### src/rtl/mult_div_unit_if.sv
// ============================================================================
// mult_div_unit_if : operand/result bundle between the register file and the
//                    iterative multiply/divide unit.
// Revision: 1.0
// ============================================================================
`default_nettype none

interface mult_div_unit_if #(
  parameter int WIDTH = 32
);
  logic             start;
  logic [1:0]       op;
  logic [WIDTH-1:0] rs_data;
  logic [WIDTH-1:0] rt_data;
  logic             mthi;
  logic             mtlo;
  logic             busy;
  logic             done;
  logic [WIDTH-1:0] hi;
  logic [WIDTH-1:0] lo;

  modport master (
    output start, op, rs_data, rt_data, mthi, mtlo,
    input  busy, done, hi, lo
  );

  modport slave (
    input  start, op, rs_data, rt_data, mthi, mtlo,
    output busy, done, hi, lo
  );
endinterface

`default_nettype wire

### src/rtl/mult_div_unit.sv
// ============================================================================
// mult_div_unit : radix-2 iterative MULT/MULTU/DIV/DIVU with HI/LO registers.
// Optional macro MDU_EARLY_OUT_EN skips iteration for zero operands.
// Revision: 1.0
// ============================================================================
`default_nettype none

module mult_div_unit #(
  parameter int WIDTH = 32
) (
  input  wire logic        clk,
  input  wire logic        rst_n,
  mult_div_unit_if.slave   bus
);
  localparam int CW = $clog2(WIDTH + 1);

  localparam logic [1:0] S_IDLE = 2'd0;
  localparam logic [1:0] S_ITER = 2'd1;
  localparam logic [1:0] S_FIX  = 2'd2;

  logic [1:0]         r_state;
  logic [CW-1:0]      r_cnt;
  logic               r_is_div;
  logic               r_sa;
  logic               r_sb;
  logic               r_bzero;
  logic [WIDTH-1:0]   r_m;
  logic [2*WIDTH-1:0] r_acc;
  logic [WIDTH-1:0]   r_hi;
  logic [WIDTH-1:0]   r_lo;
  logic               r_done;

  logic               w_signed;
  logic               w_sa;
  logic               w_sb;
  logic [WIDTH-1:0]   w_mag_a;
  logic [WIDTH-1:0]   w_mag_b;
  logic [2*WIDTH-1:0] w_acc_init;
  logic [1:0]         w_start_state;
  logic [WIDTH-1:0]   w_acc_hi;
  logic [WIDTH-1:0]   w_acc_lo;
  logic [WIDTH:0]     w_sum;
  logic [WIDTH:0]     w_shift;
  logic               w_sub;
  logic [WIDTH-1:0]   w_diff;
  logic [2*WIDTH-1:0] w_step;
  logic [2*WIDTH-1:0] w_prod;
  logic [WIDTH-1:0]   w_fix_hi;
  logic [WIDTH-1:0]   w_fix_lo;

  assign w_signed = ~bus.op[0];
  assign w_sa     = w_signed & bus.rs_data[WIDTH-1];
  assign w_sb     = w_signed & bus.rt_data[WIDTH-1];
  assign w_mag_a  = w_sa ? -bus.rs_data : bus.rs_data;
  assign w_mag_b  = w_sb ? -bus.rt_data : bus.rt_data;

  // Accumulator low half holds the multiplier (multiply) or the dividend
  // shifting out while quotient bits shift in (divide).
`ifdef MDU_EARLY_OUT_EN
  logic w_early;
  assign w_early = bus.op[1] ? (bus.rt_data == '0)
                             : ((bus.rs_data == '0) || (bus.rt_data == '0));
  assign w_start_state = w_early ? S_FIX : S_ITER;
  assign w_acc_init    = w_early ? (bus.op[1] ? {w_mag_a, {WIDTH{1'b1}}} : '0)
                                 : (bus.op[1] ? {{WIDTH{1'b0}}, w_mag_a}
                                              : {{WIDTH{1'b0}}, w_mag_b});
`else
  assign w_start_state = S_ITER;
  assign w_acc_init    = bus.op[1] ? {{WIDTH{1'b0}}, w_mag_a}
                                   : {{WIDTH{1'b0}}, w_mag_b};
`endif

  assign w_acc_hi = r_acc[2*WIDTH-1:WIDTH];
  assign w_acc_lo = r_acc[WIDTH-1:0];

  assign w_sum   = {1'b0, w_acc_hi} + {1'b0, (r_acc[0] ? r_m : {WIDTH{1'b0}})};
  assign w_shift = {w_acc_hi, w_acc_lo[WIDTH-1]};
  assign w_sub   = (w_shift >= {1'b0, r_m});
  // The true difference is below the divisor, so WIDTH bits never truncate it.
  assign w_diff  = w_shift[WIDTH-1:0] - r_m;

  assign w_step = r_is_div
                ? (w_sub ? {w_diff, w_acc_lo[WIDTH-2:0], 1'b1}
                         : {w_shift[WIDTH-1:0], w_acc_lo[WIDTH-2:0], 1'b0})
                : {w_sum, w_acc_lo[WIDTH-1:1]};

  assign w_prod   = (r_sa ^ r_sb) ? -r_acc : r_acc;
  assign w_fix_hi = r_is_div ? (r_sa ? -w_acc_hi : w_acc_hi) : w_prod[2*WIDTH-1:WIDTH];
  assign w_fix_lo = r_is_div ? (r_bzero ? {WIDTH{1'b1}}
                                        : ((r_sa ^ r_sb) ? -w_acc_lo : w_acc_lo))
                             : w_prod[WIDTH-1:0];

  always_ff @(posedge clk or negedge rst_n) begin
    if (!rst_n) begin
      r_state  <= S_IDLE;
      r_cnt    <= '0;
      r_is_div <= 1'b0;
      r_sa     <= 1'b0;
      r_sb     <= 1'b0;
      r_bzero  <= 1'b0;
      r_m      <= '0;
      r_acc    <= '0;
      r_hi     <= '0;
      r_lo     <= '0;
      r_done   <= 1'b0;
    end else begin
      r_done <= 1'b0;
      case (r_state)
        S_IDLE: begin
          if (bus.start) begin
            r_state  <= w_start_state;
            r_cnt    <= '0;
            r_is_div <= bus.op[1];
            r_sa     <= w_sa;
            r_sb     <= w_sb;
            r_bzero  <= bus.op[1] & (bus.rt_data == '0);
            r_m      <= bus.op[1] ? w_mag_b : w_mag_a;
            r_acc    <= w_acc_init;
          end else begin
            if (bus.mthi) r_hi <= bus.rs_data;
            if (bus.mtlo) r_lo <= bus.rs_data;
          end
        end
        S_ITER: begin
          r_acc <= w_step;
          r_cnt <= r_cnt + CW'(1);
          if (r_cnt == CW'(WIDTH - 1)) r_state <= S_FIX;
        end
        S_FIX: begin
          r_hi    <= w_fix_hi;
          r_lo    <= w_fix_lo;
          r_done  <= 1'b1;
          r_state <= S_IDLE;
        end
        default: r_state <= S_IDLE;
      endcase
    end
  end

  assign bus.busy = (r_state != S_IDLE);
  assign bus.done = r_done;
  assign bus.hi   = r_hi;
  assign bus.lo   = r_lo;

endmodule

`default_nettype wire
### src/flat_wrapper.sv
// flat-port wrapper written by rule: the top's interface ports become plain ports
module mult_div_unit_flat 
#(
  parameter int WIDTH = 32
)
  (clk, rst_n, bus_start, bus_op, bus_rs_data, bus_rt_data, bus_mthi, bus_mtlo, bus_busy, bus_done, bus_hi, bus_lo);
  mult_div_unit_if #(.WIDTH(WIDTH)) bus_i ();
  input  wire logic clk;
  input  wire logic rst_n;
  input wire logic [$bits(bus_i.start)-1:0] bus_start;
  input wire logic [$bits(bus_i.op)-1:0] bus_op;
  input wire logic [$bits(bus_i.rs_data)-1:0] bus_rs_data;
  input wire logic [$bits(bus_i.rt_data)-1:0] bus_rt_data;
  input wire logic [$bits(bus_i.mthi)-1:0] bus_mthi;
  input wire logic [$bits(bus_i.mtlo)-1:0] bus_mtlo;
  output wire logic [$bits(bus_i.busy)-1:0] bus_busy;
  output wire logic [$bits(bus_i.done)-1:0] bus_done;
  output wire logic [$bits(bus_i.hi)-1:0] bus_hi;
  output wire logic [$bits(bus_i.lo)-1:0] bus_lo;
  assign bus_i.start = bus_start;
  assign bus_i.op = bus_op;
  assign bus_i.rs_data = bus_rs_data;
  assign bus_i.rt_data = bus_rt_data;
  assign bus_i.mthi = bus_mthi;
  assign bus_i.mtlo = bus_mtlo;
  assign bus_busy = bus_i.busy;
  assign bus_done = bus_i.done;
  assign bus_hi = bus_i.hi;
  assign bus_lo = bus_i.lo;
  mult_div_unit #(.WIDTH(WIDTH)) u_core (.clk(clk), .rst_n(rst_n), .bus(bus_i));
endmodule
### config.mk
export PLATFORM = sky130hd
export DESIGN_NAME = mult_div_unit_flat
export DESIGN_NICKNAME = d
export VERILOG_FILES = /design/src/rtl/mult_div_unit_if.sv /design/src/rtl/mult_div_unit.sv /design/src/flat_wrapper.sv
export SDC_FILE = /design/constraint.sdc
export NUM_CORES = 1
export LEC_CHECK = 0
export ABC_AREA = 0
export BUFFER_PORTS_ARGS = -buffer_cell sky130_fd_sc_hd__buf_2
export CAP_MARGIN = 20
export CELL_PAD_IN_SITES_DETAIL_PLACEMENT = 0
export CELL_PAD_IN_SITES_GLOBAL_PLACEMENT = 1
export CORE_ASPECT_RATIO = 0.7
export CORE_UTILIZATION = 46
export DETAILED_ROUTE_END_ITERATION = 10
export PLACE_DENSITY = 0.88
export SLEW_MARGIN = 20
export SYNTH_ARGS = -nofsm -noshare
export SYNTH_HDL_FRONTEND = slang
export SYNTH_SLANG_ARGS = --single-unit
export TNS_END_PERCENT = 100
### constraint.sdc
create_clock -name clk -period 4.9 [get_ports clk]
set_input_delay 0.49 -clock clk [delete_from_list [all_inputs] [get_ports clk]]
set_output_delay 0.49 -clock clk [all_outputs]
set_load 0.03 [all_outputs]
; Word level (Yosys, flattened, before mapping)
; Cells that the tools add are included.
[word_totals]
register_bits = 173
output_inout_bits = 66
[classes]
n_lt_le_gt_ge = 1
reduce_logical = 10
muxes = 27
add_sub_neg = 8
bitwise_logic = 5
eq_ne = 8
[ops]
columns = cell, count
row1 = 32-bit 2-to-1 mux, 14
row2 = 64-bit 2-to-1 mux, 4
row3 = 32-bit negation, 4
row4 = 32-bit one-hot mux with 2 select lines, 2
row5 = 64-bit one-hot mux with 2 select lines, 1
row6 = 64-bit negation, 1
row7 = 32-bit by 32-bit adder with 33-bit output, 1
row8 = 33-bit by 32-bit greater-or-equal comparator with 1-bit output, 1
row9 = 32-bit zero test, 1
row10 = 32-bit subtractor, 1
row11 = 6-bit one-hot mux with 2 select lines, 1
row12 = "2-bit != test, second input constant", 4
row13 = "6-bit by 1-bit adder with 6-bit output, second input constant", 1
row14 = "6-bit by 5-bit == test with 1-bit output, second input constant", 1
row15 = 6-bit 2-to-1 mux, 1
row16 = 2-bit AND reduction, 3
row17 = 3-bit AND reduction, 2
row18 = 2-bit nonzero test, 3
row19 = 2-bit 2-to-1 mux, 2
row20 = 2-bit one-hot mux with 2 select lines, 1
row21 = 1-bit bitwise AND, 3
row22 = "2-bit by 1-bit == test with 1-bit output, second input constant", 1
row23 = "2-bit == test, second input constant", 1
row24 = 2-bit zero test, 1
row25 = other kinds (4), 4

; Longest topological paths before layout
; Gate-level depths: netlist (run 1).
[depth]
depth_word = 6
depth_mapped = 15
depth_no_buf = 13

; Worst setup path after synthesis (run 1)
; Ideal clock, no wire load.
[synth_timing]
path_kind = reg-to-reg
start = reg u_core.r_acc[0]
end = reg u_core.r_acc[63]
slack_ns = 1.435
n_path_buf = 2
required_ns = 4.778
synth_period_minus_slack_ns = 3.465
stages_incl_launch_ff = 15
t_arrival_ns = 3.343
setup_time_ns = 0.122
cell_sequence = dfrtp_1 inv_1 clkbuf_1 nor2_1 ha_1 clkbuf_1 a41o_1 a221oi_1 nor3_1 a211oi_2 o211a_1 o21ai_1 a2111oi_0 nor3_1 a32o_1
[synth_via]
elab_chain_len = 4
[synth_lines]
columns = element, line_no
row1 = from (decl), mult_div_unit.sv:28  ; logic [2*WIDTH-1:0] r_acc;
row2 = from (signal assigned), mult_div_unit.sv:118  ; r_acc <= w_acc_init;
row3 = from (signal assigned), mult_div_unit.sv:125  ; r_acc <= w_step;
row4 = 32-bit 2-to-1 mux, mult_div_unit.sv:76  ; assign w_sum = {1'b0, w_acc_hi} + {1'b0, (r_acc[0] ? r_m : {WIDTH{1'b0}})};
row5 = 32-bit by 32-bit adder with 33-bit output, mult_div_unit.sv:76
row6 = 64-bit 2-to-1 mux, mult_div_unit.sv:83  ; ? (w_sub ? {w_diff, w_acc_lo[WIDTH-2:0], 1'b1}
row7 = 64-bit one-hot mux with 2 select lines, mult_div_unit.sv:108  ; case (r_state)
; Every way passes these cells.
; A chain may end at the register's enable or synchronous reset.

; Worst setup path in the final report (run 1)
; Same ends and word-level chain as after synthesis.

==> results of run 1 <==
[power groups by stage]
| stage | Clock, µW | Sequential, µW | Combinational (µW) |
|---|---|---|---|
| after global placement | 0 | 2690 | 7140 |
| after global routing | 1530 | 2780 | 8060 |
| after detailed placement | 0 | 2710 | 7190 |
| after floorplan | 0 | 2630 | 5100 |
| final | 1470 | 2740 | 7450 |
| after CTS | 1470 | 2680 | 7230 |
[worst paths after layout]
check / slack, ns / start / end
setup / recovery: 0.82 / u_core.r_acc[0]$_DFFE_PN0P_ / u_core.r_acc[63]$_DFFE_PN0P_
max in group asynchronous: 3.80 / rst_n / u_core.r_acc[37]$_DFFE_PN0P_
hold reg to reg: 0.48 / u_core.r_m[19]$_DFFE_PN0P_ / u_core.r_m[19]$_DFFE_PN0P_
min in group clk: 0.30 / bus_rt_data[31] / u_core.r_bzero$_DFFE_PN0P_
setup reg to reg: 0.82 / u_core.r_acc[0]$_DFFE_PN0P_ / u_core.r_acc[63]$_DFFE_PN0P_
hold / removal: 0.1 / rst_n / u_core.r_acc[57]$_DFFE_PN0P_
[kinds of logic after synthesis]
logic type / after synthesis / share of synthesized area [%]
xor+xnor: 179 / 10.3
flops: 173 / 28.5
mux: 68 / 4.52
buf+inv: 203 / 5.13
compound gates: 634 / 27.1
simple gates: 585 / 18.5
fa+ha+maj: 71 / 5.95
[state kept, by name, summed over array words and instances, names as in the netlist, 2 cells and up]
name / flops
u_core.r_cnt: 6
u_core.r_m: 32
u_core.bus.hi: 32
u_core.bus.lo: 32
u_core.r_state: 2
u_core.r_acc: 64
[critical path, cell delays in order (launching register included)]
cell       delay (ns)
dfrtp_1          0.45
inv_1            0.38
buf_4            0.34
nor2_1           0.08
ha_1             0.23
a2111oi_0        0.57
a21boi_0         0.25
o31ai_1          0.11
a211oi_2         0.35
o211a_1          0.26
o21ai_1          0.12
a2111oi_0        0.45
nor3_1           0.10
a32o_1           0.28
[per-layer routing]
metal,vias to the layer above,GRT usage [%],wire length [µm]
met5,-,2.46,125
met4,4,7.34,979
met3,71,14.1,8150
met2,884,42.8,21700
met1,7437,51.9,26900
li1,7086,-,-
[cell usage after synthesis (43+ instances only)]
master,n
a21oi_1,179
nor2_1,179
nand2_1,176
dfrtp_1,173
o21ai_0,153
xnor2_1,111
clkbuf_1,105
inv_1,72
ha_1,69
xor2_1,68
mux2i_1,64
a211oi_1,50
nor3_1,46
a221o_1,43
[final cells by class]
| type | count | area share (%) |
|---|---|---|
| multi-input cells | 1537 | 60.2 |
| flip-flops and latches | 173 | 25.8 |
| repair buffers | 165 | 5.58 |
| well taps | 427 | 3.18 |
| clock buffers | 17 | 2.53 |
| inverters | 73 | 1.63 |
| clock inverters | 15 | 1.04 |
[through the flow]
step | utilization, % | setup slack, ns | instances | total power [µW]
floorplan | - | 1.43 | 1913 | 7730
global placement | 49.9 | 0.873 | 2373 | 9840
detailed placement | 49.9 | 0.917 | 2373 | 9900
CTS | 51.7 | 0.888 | 2405 | 11400
global route | 51.8 | 0.536 | 2407 | 12400
finish | 51.8 | 0.819 | 2407 | 11700
==> metrics, run 1 <==
status completed; Core Region 32400 µm²; Data required, critical path 5.25 ns; Least-Margin Pin Slew 1.12 ns; H-tree levels 4; Fmax approximately 250 MHz; clk_skew roughly 0.011 ns; total number of vias between 15000 and 20000; reg2reg path depth 13; cts hold-fix bufs 0; Routed WL 57800 µm; Tmin final 4.08 ns; antenna violations before repair 1; Yosys top cell by area dfrtp_1; Synth Area per Inst 7.93 µm²; # diodes 0; DRT iter0 DRCs 1937; vias in the first global route 13700; Int Pwr approximately 5600 µW; power share of the sequential group 23.5%; Avg WL per Cell 24.0 µm; fillers 3188; most common cell after layout, fill and taps aside a21oi_1; Tcrit/Tclk final a little over four fifths; clock slew at reported path FFs 0.08 ns; Die Width between 200 and 250 µm; sw frac between 50% and 60%; Yosys top cell area share about 29%; multi-input gate area in the final layout a little over 10000 µm²; Seq cells post-synth roughly 170; critical path class reg2reg; Lkg Pwr 0.00709 µW; port bufs 136; total CTS buffers 17; largest net degree at the start of global routing 95; placed cell areas 16200 µm²; worst skew pair latency around 0.45 ns; CP arrival 4.43 ns; design area ~17000 µm²; DRC 0; Starting Density a little under half; Area Growth Syn to Fin 10.6%; Logic pwr share 63.9%; maximum vdd drop roughly 0.0003 V; count of cell types in the netlist 81; Sum Neg Setup Slack 0 ns; syn nets between 2000 and 2500; Max FO, Critical Path 17; I/O pin total 137; synthesized area 15200 µm²; post-synthesis sequential area ratio 28.5%; final setup fails 0; RSZ-0062 raised after global routing false; Root Buffer clkbuf_16; num rows 55; pwr dens 695 nW/µm²; most frequent cells in the layout a21oi_1, nor2_1, nand2_1, dfrtp_1, o21ai_0; layout cells sized above 1 11.9%; Die H 154 µm; ranking of synthesized cells by area dfrtp_1, xnor2_1, a21oi_1; Tot GR Track Use approximately 34%; CTS tree built; Reg area 4330 µm²; most used flip-flop cell after synthesis dfrtp_1; remaining antenna violation count 0; post-CTS sizing 0; DRT Pass-1 Iters 6; DP HPWL 44600 µm; total grt overflow 0; Final nets 2109; Final Hold Viols 0; Clk pwr share between 10% and 20%; startpoint types register; synthesis warning total 0; die area 33700 µm²; crit end category register; first-pass GRT wire length between 80000 and 90000 µm; gpl congestion 0.975; post-synthesis cell count approximately 1900; setup repair bufs after CTS 0; TritonCTS Sinks 173; type of the most critical hold path in2async; Sw Pwr 6100 µW; max-slew violation count 0; drt via density 6.43; FFs w/ async S/R, synth 100%; Max-cap violations 0; Hold Slack 0.0950 ns; Post-synth EDFFs 0; slew margin rel. 25.1%; Clock Path Buffers 2
(Power assumes the default switching activity.)
==> inputs of run 2 (changes only) <==
CORE_UTILIZATION = 42   (was 46)
PLACE_DENSITY = 0.85   (was 0.88)
clock period = 3.6 ns   (was 4.9 ns; I/O delays follow)
==> metrics, run 2 (same netlist as run 1, synthesis figures left out) <==
Routed WL 60200 µm (+4.0%); CTS tree built; Fmax 288 MHz (+18%); crit-path cells nor4_1 > nor2b_1 > and4_1 > or3b_1 > a21o_1 > o21ai_2 > a21oi_1 > xnor2_1 > a21oi_1; TritonCTS Sinks 173 (unchanged); CP delay by family, top simple AND/OR/NAND/NOR gates; type of the most critical hold path in2reg; DRT iter0 DRCs 2110 (+8.9%); slew margin rel. 23.3% (-1.7 points); worst r2r src u_core.r_acc[11]$_DFFE_PN0P_; Lkg Pwr 0.00744 µW (+5.0%); layout cells sized above 1 15.2% (+3.3 points); Final nets 2183 (+3.5%); Tcrit/Tclk final 96.4% (+13 points); Reg area 4330 µm² (unchanged); Area Growth Syn to Fin 14.6%; die area 36900 µm² (+9.4%); remaining antenna violation count 0 (unchanged); multi-input gate area in the final layout 10100 µm² (+0.14%); total CTS buffers 17 (unchanged); RSZ-0062 raised after global routing false; I/O pin total 137 (unchanged); Data required, critical path 3.90 ns (-1.35 ns); Tmin final 3.47 ns (-0.610 ns); Max FO, Critical Path 7 (-10); Root Buffer clkbuf_16; final setup fails 0 (unchanged); clk_skew 0.0117 ns (+0.000718 ns); maximum vdd drop 0.000521 V (+74%); Slowest cell on crit path nor4_1; Die Width 229 µm (+4.6%); status completed; Max-cap violations 0 (unchanged); first-pass GRT wire length 89800 µm (+4.6%); Final Hold Viols 0 (unchanged); Die H 161 µm (+4.6%); critical path class reg2reg; H-tree levels 4 (unchanged); max-slew violation count 0 (unchanged); gpl congestion 1.02 (+4.2%); DRT Pass-1 Iters 6 (unchanged); CP Launch Point u_core.r_acc[11]$_DFFE_PN0P_; Clock Path Buffers 2 (unchanged); port bufs 136 (unchanged); DP HPWL 47100 µm (+5.7%); Top reg by flops u_core.r_acc; HP Start bus_rt_data[31]; startpoint types register; Tot GR Track Use 32.3% (-1.7 points); max reg flops 64 (unchanged); # diodes 0 (unchanged); fillers 3412 (+7.0%); antenna violations before repair 1 (unchanged); CP arrival 3.77 ns (-0.66 ns); Least-Margin Pin Slew 1.15 ns (+0.0258 ns); Finished Core Util 49.5% (-2.3 points); Crit path top cell by count a21oi_1; pwr dens 954 nW/µm² (+37%); placed cell areas 16800 µm² (+3.8%); worst skew pair latency 0.47 ns (+0.02 ns); max incr delay on CP 0.79 ns (+0.22 ns); vias in the first global route 14200 (+4.1%); clock slew at reported path FFs 0.07 ns (about the same); DRC 0 (unchanged); Core Region 35200 µm² (+8.5%); drt via density 6.25 (-2.9%); design area 17400 µm² (+3.6%); Sum Neg Setup Slack 0 ns (unchanged); total number of vias 15800 (+1.9%); num rows 57 (+3.6%); Avg WL per Cell 23.8 µm (-0.87%); Buf/Inv on CP 0 (-2); Starting Density 43.2% (-3.7 points); crit end category register; most frequent cells in the layout nor2_1, a21oi_1, nand2_1, dfrtp_1, o21ai_0; total grt overflow 0 (unchanged); total power 16600 µW (+42%); largest net degree at the start of global routing 67 (-29%)
## run 2: cell types whose count changed in the layout (fill, tap and decap cells not counted), sizes merged
| cell | before | now |
|---|---|---|
| bufinv | 2 | 0 |
| dlygate4sd3 | 0 | 1 |
| inv | 81 | 83 |
| clkinvlp | 3 | 2 |
| clkbuf | 17 | 18 |
| buf | 165 | 238 |
## run 2: what timing repair did
action	CTS	global route
resized for setup	2	6
pin swaps	1	1
setup endpoints to repair	1	2
hold endpoints to repair	63	0
hold buffers	1	0
setup buffers	1	0
## run 2: power breakdown
| part | internal, µW | leakage, µW | total, µW | switching [µW] |
|---|---|---|---|---|
| Sequential | 2650 | 0.00208 | 3480 | 833 |
| Clock | 943 | 0.000281 | 1920 | 975 |
| Combinational | 4400 | 0.00508 | 11200 | 6780 |
| Total | 8000 | 0.00744 | 16600 | 8590 |
## run 2: final cells by class
class | instances | share of cell area (%)
multi-input combinational | 1537 | 58.2
sequential | 173 | 24.9
timing repair buffer | 239 | 8.62
tap | 472 | 3.39
clock buffer | 18 | 2.52
inverter | 73 | 1.58
clock inverter | 14 | 0.806
## run 2: through the flow
step,hold WS (ns),worst slack (ns),instances
after floorplan,0.0644,0.135,1913
after global routing,0.183,0.0110,2526
after global placement,0.439,-0.104,2492
after CTS,0.166,0.0881,2526
after detailed placement,0.443,-0.175,2492
final,0.185,0.129,2526
## run 2: final timing paths
check	end	slack [ns]	depth (start not counted)
worst max-delay path	u_core.bus.hi[29]$_DFFE_PN0P_	0.13	9
worst min-delay path	u_core.r_bzero$_DFFE_PN0P_	0.18	2
worst max register to register	u_core.bus.hi[29]$_DFFE_PN0P_	0.13	9
worst min register to register	u_core.r_m[4]$_DFFE_PN0P_	0.49	2
max in group asynchronous	u_core.r_is_div$_DFFE_PN0P_	2.16	3
min in group asynchronous	u_core.r_acc[60]$_DFFE_PN0P_	0.49	2
## run 2: routing by layer
layer	vias up	wire length, µm	GRT usage, %
li1	7213	-	-
met1	7569	28200	49.6
met2	943	22300	40.8
met5	-	0	0
met3	58	8750	13.4
met4	0	880	6.76
==> inputs of run 3 (changes only) <==
RECOVER_POWER = 25   (was unset)
==> metrics, run 3 (same netlist as run 1, synthesis figures left out) <==
status finished with violations; failing checks capacitance limit, slew limit; Root Buffer clkbuf_16; max-slew violation count 67 (+67); clock slew at reported path FFs 0.08 ns (about the same); Clock Path Buffers 2 (unchanged); Data required, critical path 3.91 ns (about the same); type of the most critical hold path in2reg; num rows 57 (unchanged); Core Region 35200 µm² (unchanged); Top reg by flops u_core.r_acc; critical path class reg2reg; total grt overflow 0 (unchanged); GRT Max-Usage Layer met1; Worst Setup EP u_core.bus.hi[29]$_DFFE_PN0P_; DRT Pass-1 Iters 6 (unchanged); most frequent cells in the layout nor2_1, a21oi_1, nand2_1, dfrtp_1, o21ai_0; final std cells w/o fill 2526 (unchanged); GR Layer Usage met1 49.6% (unchanged); vias in the first global route 14200 (unchanged); layout cells sized above 1 15.2% (unchanged); Max-cap violations 1 (+1); clk_skew 0.0123 ns (+0.000658 ns); Final nets 2183 (unchanged); Fmax 292 MHz (+1.4%); remaining antenna violation count 0 (unchanged); CP arrival 3.73 ns (-0.04 ns); reg2reg setup slack 0.18 ns (+0.05 ns); CP Launch Point u_core.r_acc[11]$_DFFE_PN0P_; gpl congestion 1.02 (unchanged); Avg WL per Cell 23.8 µm (+0.14%); die area 36900 µm² (unchanged); Starting Density 43.2% (unchanged); total CTS buffers 17 (unchanged); # diodes 0 (unchanged); startpoint types register; max reg flops 64 (unchanged); pwr dens 956 nW/µm² (+0.20%); Least-Margin Pin Slew 2.01 ns (+0.860 ns); Max FO, Critical Path 7 (unchanged); largest net degree at the start of global routing 67 (unchanged); reg2reg path depth 9 (unchanged); DP HPWL 47100 µm (unchanged); Final Hold Viols 0 (unchanged); total power 16600 µW (about the same); worst r2r src u_core.r_acc[11]$_DFFE_PN0P_; CTS tree built; first-pass GRT wire length 89800 µm (unchanged); Die Width 229 µm (unchanged); Lkg Pwr 0.00743 µW (about the same); H-tree levels 4 (unchanged); maximum vdd drop 0.000528 V (+1.3%); final setup fails 0 (unchanged); Tcrit/Tclk final 95.1% (-1.3 points); Tot GR Track Use 32.3% (unchanged); Routed WL 60200 µm (+0.14%); port bufs 136 (unchanged); drt via density 6.27 (+0.41%); DRC 0 (unchanged); TritonCTS Sinks 173 (unchanged); crit end category register; Die H 161 µm (unchanged); Area Growth Syn to Fin 14.5%; worst skew pair latency 0.47 ns (about the same); Tmin final 3.42 ns (-0.0485 ns); total number of vias 15800 (+0.41%); Cells after DPL 2492 (unchanged); GR Util met3 13.4% (unchanged); RSZ-0062 raised after global routing false; DRT iter0 DRCs 2213 (+4.9%); Reg-to-Reg End u_core.bus.hi[29]$_DFFE_PN0P_; antenna violations before repair 1 (unchanged); Hold Slack 0.194 ns (+0.00929 ns); slew margin rel. -33.8% (-57 points); I/O pin total 137 (unchanged); met2 Resource Use GR 40.8% (unchanged)
run 3: cell count changes in the layout (fill, tap and decap cells not counted), sizes merged:
cell	change
buf	-2
clkbuf	+2
run 3: worst min path at each step:
stage                               start                      endpoint  slack [ns]  cells past startpoint
after floorplan                     rst_n     u_core.bus.done$_DFF_PN0_        0.06                      0
after global placement              rst_n  u_core.r_acc[58]$_DFFE_PN0P_        0.44                      1
after detailed placement            rst_n  u_core.r_acc[60]$_DFFE_PN0P_        0.44                      1
after CTS                 bus_rt_data[31]    u_core.r_bzero$_DFFE_PN0P_        0.17                      2
after global routing      bus_rt_data[31]    u_core.r_bzero$_DFFE_PN0P_        0.18                      2
final                     bus_rt_data[31]    u_core.r_bzero$_DFFE_PN0P_        0.19                      2
run 3: repair_timing:
item	in CTS	in global routing
endpoints found under the hold margin	63	0
setup buffers	1	0
gates resized for setup	2	6
hold buffers	1	0
pin swaps	1	1
endpoints found under the setup margin	1	2
run 3: power by group:
group	internal, µW	switching (µW)
clock network	944	979
registers	2650	839
logic	4400	6790
total	8000	8610
run 3: worst max-delay path: stages (launching register included):
cell and delay, ns:
dfrtp_1 0.50, nor4_1 0.76, nor2b_1 0.35, and4_1 0.40, or3b_1 0.41, a21o_1 0.21, o21ai_2 0.08, a21oi_1 0.10
xnor2_1 0.32, a21oi_1 0.12
run 3: layout make-up:
cell class                      count  area (µm²)
Clock buffer                       18         439
Clock inverter                     14         140
Fill cell                        3415       17800
Timing Repair Buffer              239        1480
Sequential cell                   173        4330
Multi-Input combinational cell   1537       10100
Inverter                           73         274
Tap cell                          472         591
run 3: layer usage:
metal,wire length [µm],vias to the layer above
met4,896,0
met3,8840,65
met2,22300,954
li1,-,7219
met5,0,-
met1,28200,7609
run 3: metrics by stage:
| stage | setup slack, ns | cell area (µm²) | utilization [%] | setup TNS (ns) |
|---|---|---|---|---|
| CTS | 0.0881 | 17400 | 49.4 | 0 |
| detailed placement | -0.175 | 16800 | 47.7 | -0.175 |
| floorplan | 0.135 | 15200 | - | 0 |
| global route | 0.0110 | 17400 | 49.4 | 0 |
| global placement | -0.104 | 16800 | 47.7 | -0.104 |
| finish | 0.177 | 17400 | 49.4 | 0 |
